--- src/rtl/button_conditioner_if.sv ---
// button_conditioner_if
//   Groups the button-side signals of the conditioner into one bundle.
//   BTN_RAW      3  raw asynchronous buttons (bit0 START, bit1 STOP, bit2 INC)
//   BTN_LEVEL    3  debounced, synchronized levels, same bit order
//   START_PULSE  1  one-cycle pulse per accepted START press
//   STOP_PULSE   1  one-cycle pulse per accepted STOP press
//   INC_PULSE    1  one-cycle pulse per INC press plus auto-repeat pulses
//   master : the conditioner (consumes BTN_RAW, drives everything else)
//   slave  : the user of the conditioned buttons (drives BTN_RAW)
interface button_conditioner_if;
  logic [2:0] BTN_RAW;
  logic [2:0] BTN_LEVEL;
  logic       START_PULSE;
  logic       STOP_PULSE;
  logic       INC_PULSE;

  modport master (
    input  BTN_RAW,
    output BTN_LEVEL,
    output START_PULSE,
    output STOP_PULSE,
    output INC_PULSE
  );

  modport slave (
    output BTN_RAW,
    input  BTN_LEVEL,
    input  START_PULSE,
    input  STOP_PULSE,
    input  INC_PULSE
  );
endinterface

--- src/rtl/button_conditioner.sv ---
// button_conditioner
//   Synchronizes and debounces three push buttons (START, STOP, INC), turns
//   accepted presses into one-cycle pulses and auto-repeats INC while held.
//   Ports:
//     CLK_100M  in   system clock, everything runs on its rising edge
//     RST_N     in   asynchronous active-low reset
//     btn       bus  button_conditioner_if.master (raw buttons in, levels and
//                    pulses out)
//   Parameters:
//     DEBOUNCE_CYCLES  stable synchronized samples needed to accept a change
//     REPEAT_DELAY     cycles from the first INC pulse to the first repeat
//     REPEAT_PERIOD    cycles between successive repeat pulses
module button_conditioner #(
  parameter int unsigned DEBOUNCE_CYCLES = 1000000,
  parameter int unsigned REPEAT_DELAY    = 50000000,
  parameter int unsigned REPEAT_PERIOD   = 10000000
) (
  input  logic                        CLK_100M,
  input  logic                        RST_N,
  button_conditioner_if.master        btn
);

  localparam int unsigned DB_W    = $clog2(DEBOUNCE_CYCLES);
  localparam int unsigned RPT_MAX = (REPEAT_DELAY > REPEAT_PERIOD) ? REPEAT_DELAY : REPEAT_PERIOD;
  localparam int unsigned RPT_W   = $clog2(RPT_MAX);

  localparam logic [DB_W-1:0]  DB_LAST     = DB_W'(DEBOUNCE_CYCLES - 1);
  localparam logic [RPT_W-1:0] DELAY_LAST  = RPT_W'(REPEAT_DELAY - 1);
  localparam logic [RPT_W-1:0] PERIOD_LAST = RPT_W'(REPEAT_PERIOD - 1);

  localparam int CH_START = 0;
  localparam int CH_STOP  = 1;
  localparam int CH_INC   = 2;

  // ---------------------------------------------------------------------
  // Two-flop synchronizer on every raw button
  // ---------------------------------------------------------------------
  logic [2:0] sync1_reg;
  logic [2:0] sync2_reg;

  always_ff @(posedge CLK_100M or negedge RST_N) begin
    if (!RST_N) begin
      sync1_reg <= 3'b000;
      sync2_reg <= 3'b000;
    end else begin
      sync1_reg <= btn.BTN_RAW;
      sync2_reg <= sync1_reg;
    end
  end

  // ---------------------------------------------------------------------
  // Per-channel debounce: the counter runs only while the synchronized value
  // disagrees with the accepted level, so any agreeing sample restarts it.
  // ---------------------------------------------------------------------
  logic [2:0] stable_level;

  genvar gi;
  generate
    for (gi = 0; gi < 3; gi++) begin : g_debounce
      logic            stable_reg;
      logic [DB_W-1:0] db_cnt_reg;

      always_ff @(posedge CLK_100M or negedge RST_N) begin
        if (!RST_N) begin
          stable_reg <= 1'b0;
          db_cnt_reg <= '0;
        end else if (sync2_reg[gi] != stable_reg) begin
          if (db_cnt_reg == DB_LAST) begin
            stable_reg <= sync2_reg[gi];
            db_cnt_reg <= '0;
          end else begin
            db_cnt_reg <= db_cnt_reg + 1'b1;
          end
        end else begin
          db_cnt_reg <= '0;
        end
      end

      assign stable_level[gi] = stable_reg;
    end
  endgenerate

  // ---------------------------------------------------------------------
  // Edge detection on the accepted levels
  // ---------------------------------------------------------------------
  logic [2:0] stable_d_reg;
  logic [2:0] level_rise;
  logic [2:0] level_fall;

  always_ff @(posedge CLK_100M or negedge RST_N) begin
    if (!RST_N) begin
      stable_d_reg <= 3'b000;
    end else begin
      stable_d_reg <= stable_level;
    end
  end

  assign level_rise = stable_level & ~stable_d_reg;
  assign level_fall = ~stable_level & stable_d_reg;

  // START and STOP: single pulse per press. STOP wins a same-cycle tie so a
  // controller never sees both commands at once.
  logic start_pulse_reg;
  logic stop_pulse_reg;

  always_ff @(posedge CLK_100M or negedge RST_N) begin
    if (!RST_N) begin
      start_pulse_reg <= 1'b0;
      stop_pulse_reg  <= 1'b0;
    end else begin
      start_pulse_reg <= level_rise[CH_START] & ~level_rise[CH_STOP];
      stop_pulse_reg  <= level_rise[CH_STOP];
    end
  end

  // ---------------------------------------------------------------------
  // INC auto-repeat FSM
  // ---------------------------------------------------------------------
  typedef enum logic [1:0] {
    ST_IDLE   = 2'd0,
    ST_DELAY  = 2'd1,
    ST_REPEAT = 2'd2
  } state_t;

  state_t           state_reg;
  state_t           state_next;
  logic [RPT_W-1:0] rpt_cnt_reg;
  logic [RPT_W-1:0] rpt_cnt_next;
  logic             inc_pulse_reg;
  logic             inc_pulse_next;

  always_ff @(posedge CLK_100M or negedge RST_N) begin
    if (!RST_N) begin
      state_reg     <= ST_IDLE;
      rpt_cnt_reg   <= '0;
      inc_pulse_reg <= 1'b0;
    end else begin
      state_reg     <= state_next;
      rpt_cnt_reg   <= rpt_cnt_next;
      inc_pulse_reg <= inc_pulse_next;
    end
  end

  // A release always takes priority over a repeat tick landing on the same
  // cycle, so letting go never produces a trailing pulse.
  always_comb begin
    state_next     = state_reg;
    rpt_cnt_next   = rpt_cnt_reg + 1'b1;
    inc_pulse_next = 1'b0;
    case (state_reg)
      ST_IDLE: begin
        rpt_cnt_next = '0;
        if (level_rise[CH_INC]) begin
          state_next     = ST_DELAY;
          inc_pulse_next = 1'b1;
        end
      end
      ST_DELAY: begin
        if (level_fall[CH_INC]) begin
          state_next   = ST_IDLE;
          rpt_cnt_next = '0;
        end else if (rpt_cnt_reg == DELAY_LAST) begin
          state_next     = ST_REPEAT;
          rpt_cnt_next   = '0;
          inc_pulse_next = 1'b1;
        end
      end
      ST_REPEAT: begin
        if (level_fall[CH_INC]) begin
          state_next   = ST_IDLE;
          rpt_cnt_next = '0;
        end else if (rpt_cnt_reg == PERIOD_LAST) begin
          rpt_cnt_next   = '0;
          inc_pulse_next = 1'b1;
        end
      end
      default: begin
        state_next   = ST_IDLE;
        rpt_cnt_next = '0;
      end
    endcase
  end

  // ---------------------------------------------------------------------
  // Outputs
  // ---------------------------------------------------------------------
  assign btn.BTN_LEVEL   = stable_level;
  assign btn.START_PULSE = start_pulse_reg;
  assign btn.STOP_PULSE  = stop_pulse_reg;
  assign btn.INC_PULSE   = inc_pulse_reg;

endmodule

--- src/flat_wrapper.sv ---
// flat-port wrapper written by rule: the top's interface ports become plain ports
module button_conditioner_flat 
#(
  parameter int unsigned DEBOUNCE_CYCLES = 1000000,
  parameter int unsigned REPEAT_DELAY    = 50000000,
  parameter int unsigned REPEAT_PERIOD   = 10000000
)
  (CLK_100M, RST_N, btn_BTN_RAW, btn_BTN_LEVEL, btn_START_PULSE, btn_STOP_PULSE, btn_INC_PULSE);
  button_conditioner_if btn_i ();
  input  logic CLK_100M;
  input  logic RST_N;
  input wire logic [$bits(btn_i.BTN_RAW)-1:0] btn_BTN_RAW;
  output wire logic [$bits(btn_i.BTN_LEVEL)-1:0] btn_BTN_LEVEL;
  output wire logic [$bits(btn_i.START_PULSE)-1:0] btn_START_PULSE;
  output wire logic [$bits(btn_i.STOP_PULSE)-1:0] btn_STOP_PULSE;
  output wire logic [$bits(btn_i.INC_PULSE)-1:0] btn_INC_PULSE;
  assign btn_i.BTN_RAW = btn_BTN_RAW;
  assign btn_BTN_LEVEL = btn_i.BTN_LEVEL;
  assign btn_START_PULSE = btn_i.START_PULSE;
  assign btn_STOP_PULSE = btn_i.STOP_PULSE;
  assign btn_INC_PULSE = btn_i.INC_PULSE;
  button_conditioner #(.DEBOUNCE_CYCLES(DEBOUNCE_CYCLES), .REPEAT_DELAY(REPEAT_DELAY), .REPEAT_PERIOD(REPEAT_PERIOD)) u_core (.CLK_100M(CLK_100M), .RST_N(RST_N), .btn(btn_i));
endmodule
--- config.mk ---
export PLATFORM = sky130hd
export DESIGN_NAME = button_conditioner_flat
export DESIGN_NICKNAME = d
export VERILOG_FILES = /design/src/rtl/button_conditioner_if.sv /design/src/rtl/button_conditioner.sv /design/src/flat_wrapper.sv
export SDC_FILE = /design/constraint.sdc
export NUM_CORES = 1
export LEC_CHECK = 0
export ABC_AREA = 1
export CAP_MARGIN = 0
export CORE_ASPECT_RATIO = 1.75
export CORE_UTILIZATION = 50
export CTS_CLUSTER_SIZE = 16
export DETAILED_ROUTE_END_ITERATION = 10
export GPL_ROUTABILITY_DRIVEN = 0
export PLACE_DENSITY = 0.74
export SKIP_LAST_GASP = 1
export SYNTH_ARGS = -nofsm -noshare
export SYNTH_HDL_FRONTEND = slang
export SYNTH_SLANG_ARGS = --single-unit
--- constraint.sdc ---
create_clock -name CLK_100M -period 2 [get_ports CLK_100M]
set_input_delay 0.4 -clock CLK_100M [delete_from_list [all_inputs] [get_ports CLK_100M]]
set_output_delay 0.4 -clock CLK_100M [all_outputs]
set_load 0.02 [all_outputs]
* After elaboration in Yosys (flattened, before gate mapping) *
Index checks and enable logic that the tools add are counted.
Widths: inputs -> output; s select.

storage, ports and cells
  register bits = 103
  input bits = 5
  output and inout port bits = 6
  logic and storage cells = 64

cells by class
  add/subtract/negate cells = 4
  equality and inequality tests = 13
  mux-type cells = 22
  bitwise gates (word level) = 6
  reduce and logical (&&, ||, !) cells = 5

operator list
  cell                   number
  $mux 20                6
  $mux 26                4
  $add 20x1->20 const B  3
  $eq 20x20->1 const B   3
  $pmux 26 s2            1
  $add 26x1->26 const B  1
  $eq 26x24->1 const B   1
  $eq 26x26->1 const B   1
  $mux 2                 4
  $and 3x3->3            2
  $not 3->3              2
  $pmux 2 s3             1
  $reduce_and 2->1       3
  $mux 1                 5
  $ne 2x1->1 const B     2
  $ne 1x1->1             3
  $ne 3x1->1 const B     1
  $pmux 1 s3             1
  $reduce_and 3->1       1
  $eq 2x1->1 const B     1
  $eq 2x2->1 const B     1
  $logic_not 2->1        1
  $and 1x1->1            1
  $not 1->1              1

* Logic depth before layout (Yosys ltp) *
Gate-level depths: netlist of the first run.

  word-level depth = 4
  mapped depth = 11
  depth with buffers taken out = 10

* Least setup slack after synthesis of the first run *
OpenSTA, ideal clock, no wires.

  path kind = register to register
  from = reg u_core.rpt_cnt_reg[0]
  to = reg u_core.rpt_cnt_reg[23]
  library setup time = 120 ps
  data arrival time = 1445 ps
  data required time = 1880 ps
  slack = 435 ps
  cell stages (with the launch flop) = 12
  path buffers = 1
  period minus slack after synthesis = 1565 ps
  cells stage by stage = dfrtp_1 -> ha_1 -> nand3_2 -> nor2_2 -> nand3_2 -> inv_1 -> nand2_2 -> nand2_4 -> nand2_2 -> nand2_4 -> buf_12 -> nor2_1

between the ends
  word-level cells in the longest chain between the ends = 4
  elaborated cells on any way between the ends = 8
  classes of those cells = add/sub (1); eq/ne (2); mux (5)

RTL lines
  what                                   RTL line                                              text
  start: declaration                     button_conditioner.sv:127                             logic [RPT_W-1:0] rpt_cnt_reg;
  start signal: assignment               button_conditioner.sv:139                             rpt_cnt_reg <= rpt_cnt_next;
  $add 26x1->26 (tied with other cells)  button_conditioner.sv:148                             rpt_cnt_next = rpt_cnt_reg + 1'b1;
  $mux 26, on equally long branches      button_conditioner.sv:172, button_conditioner.sv:162
  $mux 26, on equally long branches      button_conditioner.sv:169, button_conditioner.sv:159
  $pmux 26 s2 *                          button_conditioner.sv:150                             case (state_reg)
  net u_core.rpt_cnt_next[23]            button_conditioner.sv:128                             logic [RPT_W-1:0] rpt_cnt_next;

The timed path passes the listed nets; every way through them passes the cells marked *.
A chain may end at the register's enable or synchronous reset.

* Worst setup path after layout of the first run *
  from = reg u_core.g_debounce[0].stable_reg
  to = out btn_BTN_LEVEL[0]

RTL lines
  what                      RTL line                  text
  start: declaration        button_conditioner.sv:60  logic stable_reg;
  start signal: assignment  button_conditioner.sv:69  stable_reg <= sync2_reg[gi];
  end: declaration          flat_wrapper.sv:13        output wire logic [$bits(btn_i.BTN_LEVEL)-1:0] btn_BTN_LEVEL;

No word-level cell between the ends.

==> qor.csv, run 1 <==
metric;value;unit
synth.cell_area;5361;µm²
core_area;10360;µm²
avgSynthCellArea;8.074;µm²
clock_skew;7.326;ps
grt-ovfl-total;0;
min_period_over_period;0.9211;
clk_pin_slew;70;ps
slowest_stage;clkdlybuf4s50_1;
dp_slack;171.4;ps
largest_reg_flops;60;
rsz0062_at_grt;false;
post_route_cells_drive_above_1_share;0.08273;
status;complete, but fails checks;
power.leakage;2.491;nW
hp-class;input pin to async pin;
row_count;49;
yosys-top-cells-area;dfrtp_1 48%, nor2_1 9.2%, nand2_1 8.8%;
numCtsBuffers;9;
worstPathMaxFanout;5;
p_per_area;700.3;nW/µm²
fin_nets;697;
cp_cell_sequence;clkdlybuf4s50_1;
endpoint_kind;output port;
holdBufCountCts;0;
antenna_found_initial;0;
yosysUniqueCellTypes;28;
yosys_warnings;0;
drt_wl_total;10600;µm
start_kind;flip-flop;
final_common_cell;nor2_1;
tns;0;ps
clock_tree.root_cell;clkbuf_16;
critPathBufInv;1;
mostFrequentLayoutCells;132 x nor2_1, 126 x nand2_1, 103 x dfrtp_1;
grt_usage;0.2075;
cts_setup_buffers;0;
cts_repair_resize_count;0;
yosysTopAreaCell;dfrtp_1;
fmax;0.5428;GHz
relSlewSlack;0.6783;
io_buffers;10;
syn_inst;664;
hold_viol;1;
grt_first_pass_wirelength;18120;µm
ant_nets;0;
tritoncts;done;
crit_family;buffers and inverters;
htree_levels;3;
vias_per_cell;5.097;
yosysSeqAreaShare;0.4807;
setup_slack;157.7;ps
synth.net_count;677;
fillCellCount;925;
maxSlewViolCount;0;
failed_checks;hold timing;
ctsLongestPathBuffers;2;
diodes;0;
worstMarginPinSlew;478.9;ps
num_vias;4159;
fp.dieArea;11160;µm²
clock_latency;350;ps
die_w;80.28;µm
synthToLayoutAreaGrowth;10.60;%
grt_max_degree;38;
worstPathArrival;1440;ps
drc_errors;0;
utilization;0.5723;
hold_ws;-1.117;ps
dr.pass1.iters;5;
synthDominantCellAreaShare;0.4807;
maxCapViolCount;0;
hpwl;7836;µm
fin_crit;1842;ps
ios;11;
crit_required;1600;ps
synth-seq-cells;103;
critPathKind;flip-flop to output port;
grt_pass1_vias;4280;
cts.sinks;103;
drtIter0Drc;150;
avgRoutedWirePerCell;12.99;µm
die_h;139.0;µm
setup_viol;0;
initial_utilization;0.5174;
ir_worst_vdd;0.0004811;V
critPathMaxStageDelay;650;ps
-- through the flow --
stage          power (mW)  instance area (µm²)  instances
2_1_floorplan       2.199                 5361        664
3_3_place_gp        2.270                 5600        800
3_5_place_dp        2.275                 5600        800
4_1_cts             4.202                 5929        816
5_1_grt             4.311                 5929        816
6_report            4.152                 5929        816
-- Yosys cell counts --
cell and instances:
nor2_1 132, nand2_1 126, dfrtp_1 103, inv_1 84, nand3_1 43, xor2_1 40, nor3_1 27, nor2_2 22
a21oi_1 19, xnor2_1 12, ha_1 8, nand4_1 8, o21ai_0 8, nand2_2 5, nor3b_1 4, and3_1 3
buf_4 3, nand3_2 3, o21bai_1 3, buf_12 2, nand2_4 2, a211oi_1 1, buf_2 1, nand3b_1 1
nor2_4 1, nor3_2 1, nor4_1 1, or2_2 1
-- cell families (layout without fill, tap and decap cells) --
group,after synthesis,after routing,share of synthesized area
compound gates,31,31,0.03081
buf+inv,90,115,0.07141
simple gates,380,380,0.3134
xor+xnor,52,52,0.08495
fa+ha+maj,8,8,0.01867
flops,103,103,0.4807
-- where the power goes --
part           internal (mW)  total [mW]  leakage, nW  switching, mW
logic                 0.0352       0.115        0.919         0.0798
clock network           1.11        1.92        0.154          0.809
registers               2.10        2.12         1.42         0.0136
total                   3.25        4.15         2.49          0.903
-- per-layer routing --
metal	GRT usage	part of all wire	routed length, µm	up-vias
li1	-	-	-	2106
met5	0	0	0	-
met3	0.03882	0.021	224	28
met1	0.2223	0.40	4249	1967
met2	0.3797	0.55	5840	58
met4	0.09774	0.027	286	0
-- final timing paths --
check	to	depth (start not counted)	start	slack, ps
setup / recovery	btn_BTN_LEVEL[0]	1	u_core.g_debounce[0].stable_reg	160
hold / removal	u_core.g_debounce[0].db_cnt_reg[12]	1	RST_N	-1
setup reg to reg	u_core.rpt_cnt_reg[7]	10	u_core.rpt_cnt_reg[0]	170
hold reg to reg	u_core.sync2_reg[0]	0	u_core.sync1_reg[0]	350
max in group asynchronous	u_core.sync2_reg[2]	2	RST_N	1430
min in group CLK_100M	u_core.sync2_reg[0]	0	u_core.sync1_reg[0]	350
-- layout make-up --
cell class                      instances  area (µm²)  area share
Timing Repair Buffer                   15       147.6     0.02490
Clock inverter                          7       103.9     0.01751
Clock buffer                            9       225.2     0.03798
Tap cell                              127       158.9     0.02680
Inverter                               84       315.3     0.05318
Multi-Input combinational cell        471        2401      0.4049
Sequential cell                       103        2577      0.4347
Note: power is estimated with default switching activity, not from simulation.
==> run 2, diff against run 1 <==
- CTS_CLUSTER_SIZE: 16 -> default
==> results of run 2 <==
Same layout as run 1: the final DEF is identical, and so are final timing and power.
==> run 3, diff against run 2 <==
- MAX_ROUTING_LAYER: default -> met4
==> qor.csv, run 3 (synthesis results as in run 1) <==
metric;value;unit;change
hpwl;7836;µm;unchanged
fp.dieArea;11160;µm²;unchanged
drt_wl_total;10600;µm;about the same
relSlewSlack;0.6792;;+0.0009010
cts_setup_buffers;0;;unchanged
critPathMaxStageDelay;380;ps;-270 ps
num_vias;4175;;+0.38%
tritoncts;done;;
diodes;0;;unchanged
slowest_stage;dfrtp_1;;
htree_levels;3;;unchanged
finalPower;4.151;mW;about the same
holdBufCountCts;0;;unchanged
grt_pass1_vias;4269;;-0.26%
hold_ws;-1.519;ps;-0.4017 ps
antenna_found_initial;0;;unchanged
final_common_cell;nor2_1;;
numCtsBuffers;9;;unchanged
drtIter0Drc;170;;+13%
dp_cells;800;;unchanged
grt_usage;0.2142;;+0.006684
tns;0;ps;unchanged
synthToLayoutAreaGrowth;10.60;%;unchanged
endpoint_kind;flip-flop;;
rsz0062_at_grt;false;;
cts_repair_resize_count;0;;unchanged
ctsLongestPathBuffers;2;;unchanged
ant_nets;0;;unchanged
grt-ovfl-total;0;;unchanged
maxSlewViolCount;0;;unchanged
grt_first_pass_wirelength;18150;µm;+0.15%
cp_cell_sequence;ha_1 > nand3_2 > nor2_2 > nand3_2 > inv_1 > nand2_2 > nand2_4 > nand2_2 > nand2_4 > nor2_1;;
setup_slack;153.9;ps;-3.857 ps
clock_skew;7.568;ps;+0.2418 ps
clock_tree.root_cell;clkbuf_16;;
fin_cells;816;;unchanged
setup_viol;0;;unchanged
core_area;10360;µm²;unchanged
min_period_over_period;0.9231;;+0.001928
fin_nets;697;;unchanged
hold_viol;1;;unchanged
dr.pass1.iters;5;;unchanged
grt_max_degree;38;;unchanged
worstMarginPinSlew;477.5;ps;-1.343 ps
clock_latency;350;ps;about the same
initial_utilization;0.5174;;unchanged
crit_family;simple AND/OR/NAND/NOR gates;;
maxCapViolCount;0;;unchanged
dp_slack;171.4;ps;unchanged
largest_reg_flops;60;;unchanged
failed_checks;hold timing;;
worstPathArrival;2060;ps;+620 ps
hp-class;input pin to async pin;;
mostFrequentLayoutCells;132 x nor2_1, 126 x nand2_1, 103 x dfrtp_1;;
ios;11;;unchanged
critPathKind;flip-flop to flip-flop;;
crit_required;2220;ps;+620 ps
start_kind;flip-flop;;
cts.sinks;103;;unchanged
post_route_cells_drive_above_1_share;0.08273;;unchanged
row_count;49;;unchanged
drc_errors;0;;unchanged
status;complete, but fails checks;;
p_per_area;700.1;nW/µm²;about the same
ir_worst_vdd;0.0004806;V;-0.11%
power.leakage;2.491;nW;unchanged
critPathBufInv;1;;unchanged
io_buffers;10;;unchanged
clk_pin_slew;70;ps;about the same
fmax;0.5417;GHz;-0.21%
avgRoutedWirePerCell;12.99;µm;about the same
worstPathMaxFanout;26;;+21
fin_crit;1846;ps;+3.857 ps
vias_per_cell;5.116;;+0.38%
die_w;80.28;µm;unchanged
die_h;139.0;µm;unchanged
[run 3: area by class of cell]
type,count,area [µm²]
tap,127,158.9
clock buffer,9,225.2
timing repair buffer,15,147.6
clock inverter,7,103.9
sequential,103,2577
fill,925,4432
inverter,84,315.3
multi-input combinational,471,2401
[run 3: metal layers]
layer	up-vias	track usage	part of all wire
li1	2106	-	-
met1	1981	0.2266	0.41
met2	64	0.3770	0.55
met3	24	0.03882	0.022
met4	0	0.09774	0.024
met5	-	-	0
[run 3: worst paths after layout]
path	from	end	cells after the start	slack, ps
setup / recovery	u_core.rpt_cnt_reg[0]	u_core.rpt_cnt_reg[6]	10	150
min in group CLK_100M	u_core.sync1_reg[0]	u_core.sync2_reg[0]	0	350
hold reg to reg	u_core.sync1_reg[0]	u_core.sync2_reg[0]	0	350
setup reg to reg	u_core.rpt_cnt_reg[0]	u_core.rpt_cnt_reg[6]	10	150
max in group asynchronous	RST_N	u_core.stable_d_reg[2]	2	1430
hold / removal	RST_N	u_core.g_debounce[0].db_cnt_reg[12]	1	-2
[run 3: per-stage QoR]
stage	area [µm²]	util
global placement	5600	0.5405
floorplan	5361	-
detailed placement	5600	0.5405
global route	5929	0.5723
finish	5929	0.5723
CTS	5929	0.5723
[run 3: worst register-to-register path, cell delays in order, from the launching register on]
cell and delay [ps]:
dfrtp_1 380, ha_1 240, nand3_2 130, nor2_2 140
nand3_2 100, inv_1 100, nand2_2 70, nand2_4 70
nand2_2 70, nand2_4 320, nor2_1 100
[run 3: report_power, final]
group	total, mW	switching [mW]	internal [mW]
clock	1.92	0.809	1.11
sequential	2.12	0.0135	2.10
combinational	0.115	0.0795	0.0352
total	4.15	0.902	3.25
